--- config.mk ---
export PLATFORM = sky130hd
export DESIGN_NAME = sync_fifo_flags
export DESIGN_NICKNAME = d
export VERILOG_FILES = /design/src/rtl/sync_fifo_flags.sv
export SDC_FILE = /design/constraint.sdc
export NUM_CORES = 1
export LEC_CHECK = 0
export CAP_MARGIN = 20
export CORE_MARGIN = 2
export CORE_UTILIZATION = 40
export CTS_CLUSTER_SIZE = 20
export DETAILED_ROUTE_END_ITERATION = 8
export GPL_ROUTABILITY_DRIVEN = 0
export HOLD_SLACK_MARGIN = 0.06
export PLACE_DENSITY_LB_ADDON = 0.25
export SLEW_MARGIN = 10
export SYNTH_ARGS = -nofsm -noshare
export SYNTH_HDL_FRONTEND = slang
export SYNTH_SLANG_ARGS = --single-unit
--- constraint.sdc ---
create_clock -name clk -period 2.9 [get_ports clk]
set_clock_uncertainty 0.2 [all_clocks]
set_input_delay 0.58 -clock clk [delete_from_list [all_inputs] [get_ports clk]]
set_output_delay 0.58 -clock clk [all_outputs]
set_load 0.05 [all_outputs]
--- src/rtl/sync_fifo_flags.sv ---
// Parametrised single-clock FIFO with occupancy count, programmable almost-full/empty
// flags, overflow/underflow pulses and an optional first-word-fall-through read port.
module sync_fifo_flags #(
    parameter int WIDTH     = 8,
    parameter int DEPTH     = 8,
    parameter int AFULL_TH  = 6,
    parameter int AEMPTY_TH = 2,
    parameter int FWFT      = 0
) (
    input  logic                       clk,
    input  logic                       rst,
    input  logic                       push,
    input  logic                       pop,
    input  logic [WIDTH-1:0]           datain,
    output logic [WIDTH-1:0]           out,
    output logic                       full,
    output logic                       empty,
    output logic                       almost_full,
    output logic                       almost_empty,
    output logic [$clog2(DEPTH+1)-1:0] count,
    output logic                       overflow,
    output logic                       underflow
);

    localparam int AW = (DEPTH > 1) ? $clog2(DEPTH) : 1;
    localparam int CW = $clog2(DEPTH+1);

    logic [WIDTH-1:0] mem [DEPTH];
    logic [AW-1:0]    wptr;
    logic [AW-1:0]    rptr;
    logic             pop_ok;
    logic             push_ok;

    // Non-power-of-2 depths need an explicit wrap instead of natural overflow.
    function automatic logic [AW-1:0] ptr_inc(input logic [AW-1:0] p);
        return (p == AW'(DEPTH-1)) ? '0 : p + 1'b1;
    endfunction

    assign full         = (count == CW'(DEPTH));
    assign empty        = (count == '0);
    assign almost_full  = (count >= CW'(AFULL_TH));
    assign almost_empty = (count <= CW'(AEMPTY_TH));

    assign pop_ok  = pop & ~empty;
    assign push_ok = push & (~full | pop_ok);

    // NOTE: non-blocking assignments everywhere in clocked blocks so every register
    // samples the pre-edge values, independent of statement order.
    always_ff @(posedge clk) begin
        if (rst) begin
            wptr      <= '0;
            rptr      <= '0;
            count     <= '0;
            overflow  <= 1'b0;
            underflow <= 1'b0;
        end else begin
            overflow  <= push & ~push_ok;
            underflow <= pop & empty;
            if (push_ok) wptr <= ptr_inc(wptr);
            if (pop_ok)  rptr <= ptr_inc(rptr);
            case ({push_ok, pop_ok})
                2'b10:   count <= count + 1'b1;
                2'b01:   count <= count - 1'b1;
                default: count <= count;
            endcase
        end
    end

    // NOTE: the storage array has no reset; its contents are only observable through
    // count/rptr, which are reset, so resetting it would just cost flops.
    always_ff @(posedge clk) begin
        if (push_ok) mem[wptr] <= datain;
    end

    generate
        if (FWFT != 0) begin : g_fwft
            assign out = empty ? '0 : mem[rptr];
        end else begin : g_reg
            logic [WIDTH-1:0] out_q;
            // At full with push+pop this reads the old head, since mem updates at the same edge.
            always_ff @(posedge clk) begin
                if (rst)         out_q <= '0;
                else if (pop_ok) out_q <= mem[rptr];
            end
            assign out = out_q;
        end
    endgenerate

endmodule

==> qor.txt <==
clock slew seen by the registers of the worst setup and hold paths -> 80 ps
pwr dens -> 895 nW/um^2
max-cap viol count -> 0
post-cts repair resize count -> 0
crit path launch type -> flip-flop
area of the mapped netlist -> 3500 um^2
starting DRC count in detailed routing -> 71
TritonCTS Buffers -> 9
Final min period -> 2660 ps
EDFF count, synth -> 64
Place WS -> -36.0 ps
r2r startpoint -> count[2]
row cnt -> 34
Post-CTS Setup Bufs -> 0
vias in the first global route -> 1815
Root Driver -> clkbuf_8
Vias/cell -> 5.21
number of remaining DRC errors -> 0
YS warnings -> 0
placed cells -> 353
CORE AREA -> 8590 um^2
CP peak stage delay -> 430 ps
nets -> 275
share of cells above drive strength 1 -> 23.5%
crit-path cells -> or3_1, o21a_1, or2b_1, inv_1, ha_1, a21o_1, a2111oi_0, o21bai_1, a31oi_1
Vias -> 1918
DRT antenna net count -> 0
first-pass GRT wire length -> 9860 um
Clock Sink Count -> 84
Post-synth top cells -> 64 x edfxtp_1, 20 x dfxtp_1, 18 x nor2_1
Worst Hold Class -> reg2reg
Area contributors post-synth -> edfxtp_1 55%, dfxtp_1 11%, mux4_2 10%, a211oi_2 3.2%, mux2i_1 3.1%
main flop type after synthesis -> edfxtp_1
share of the synthesized area in the top cell type -> 54.9%
GRT Util Overall -> 14.0%
Hold Path End -> out[5]
Slowest cell on crit path -> a2111oi_0
CP top delay family -> compound AO/OA/AOI/OAI gates
synthesized instance count -> 214
count leader, synth -> edfxtp_1
synthesized flop and latch total -> 84
Worst-Margin Slew -> 851 ps
Seq pwr share -> 41.1%
initial cell density of the core -> 40.7%
Util after Layout -> 47.9%
Max IR drop VDD -> 358 uV
crit path max fanout -> 9
die footprint -> 9510 um^2
grt ovf -> 0
CP startpoint -> count[2]
status -> complete, no violations
crit end category -> flip-flop
Lkg Pwr -> 1.36 nW
Reg2Reg Depth -> 9
critical path arrival -> 2730 ps
TritonCTS clock tree -> done
Buffers & Inverters on Critical Path -> 1
clock buffer depth -> 2
f_max -> 0.377 GHz
H-tree depth -> 3
DR pass1 iterations -> 4
antenna violations before repair -> 0
die height -> 97.5 um
Worst R2R Setup Slack -> 240 ps
clk_lat worst skew -> 350 ps
WL/cell -> 17.2 um
setup TNS -> 0 ps
clock share of power -> 19.4%
Final Hold Violating Endpoints -> 0
Syn Area/Cell -> 16.3 um^2
WP data required -> 2970 ps
RSZ-0062 raised after global routing -> false
Layout Cells excl Fill -> 368
syn nets -> 233
pin count of the biggest net entering global routing -> 20
Seq/Total Area, Yosys -> 66.4%
Area growth syn-to-layout -> 17.6%
Post-synth ARST share -> 0%
FF-to-FF End -> count[3]
Slew HR -> 43.0%
final setup violation count -> 0
Net Sw Frac -> 37.4%
Tcrit/Tclk final -> 91.6%
io pins -> 30
hold buffer count at CTS -> 0
Combinational Power Share -> 39.5%
Int Power -> 2.30 mW
Synth cell types -> 39
Port Buffers -> 29
Antenna diodes -> 0
Slew Viols, Final -> 0
net switching power -> 1.38 mW
dpl hpwl -> 4130 um
hold path start -> out[5]
hold path cells -> 2
final setup margin -> 244 ps
DIE WIDTH -> 97.5 um
Crit Path Category -> reg2reg
DRT Wirelength -> 6340 um
Synth area leader -> edfxtp_1
[layer usage]
metal / global-route usage (%) / share of wire (%) / wire, um
met1: 19.1 / 48 / 3030
met2: 21.5 / 47 / 2990
met5: 0 / 0 / 0
met3: 4.39 / 4.1 / 260
met4: 4.17 / 1.1 / 68
[power groups by stage]
stage / clock network [mW] / logic, mW / registers [mW]
finish: 0.715 / 1.45 / 1.51
global route: 0.789 / 1.56 / 1.53
CTS: 0.739 / 1.47 / 1.51
detailed placement: 0 / 1.47 / 1.54
global placement: 0 / 1.46 / 1.54
floorplan: 0 / 0.885 / 1.76
[logic make-up (layout without fill, tap and decap cells)]
group,after synthesis,after routing,share of synthesized area [%]
AO/OA/AOI/OAI,30,30,7.30
XOR/XNOR,3,3,0.751
adder cells (fa/ha/maj),7,7,2.72
buffers and inverters,18,64,3.11
flip-flops,84,84,66.4
multiplexers,27,27,13.4
AND/OR/NAND/NOR,45,45,6.29
[cell usage in the layout, fill, tap and decap left out, types with 2 or more instances in the layout]
cell	instances
nand2b_1	4
mux4_2	16
ha_1	6
a21o_1	2
clkinvlp_4	2
nor4_1	2
nor3_1	5
a211oi_2	9
edfxtp_1	64
a21oi_1	7
nor2_1	18
or3_1	3
clkdlybuf4s50_1	27
clkbuf_8	9
xnor2_1	3
nand2_1	6
dfxtp_2	3
buf_4	18
a211oi_1	2
dfxtp_1	17
inv_1	4
nand3b_1	3
mux2i_1	11
[through the flow]
stage | power (mW) | instance area, um^2 | hold slack, ps
finish | 3.68 | 4110 | 338
global route | 3.88 | 4110 | 373
CTS | 3.73 | 4110 | 338
detailed placement | 3.01 | 3950 | 320
global placement | 3.00 | 3950 | 320
floorplan | 2.64 | 3500 | 307
[registers in the layout (all words and copies together), names as in the netlist]
register,flops
out,8
count,4
underflow,1
wptr,3
rptr,3
mem,64
overflow,1
[worst max path at each step]
stage,to,cells past startpoint
floorplan,count[3],12
global placement,count[3],9
detailed placement,count[3],9
CTS,count[3],9
global route,count[3],9
finish,count[3],9
[area by class of cell]
class                   count  area, um^2
clock buffers              10         128
repair buffers             45         405
multi-input cells         112        1070
flip-flops and latches     84        2330
clock inverters             5        37.5
well taps                 108         135
fillers                   726        4480
inverters                   4        15.0
[worst min-delay path, cell delays in order, from the launching register on]
cell      delay, ps
dfxtp_1         310
nor2_1          120
a211oi_2         60
Note: power is estimated with default switching activity, not from simulation.
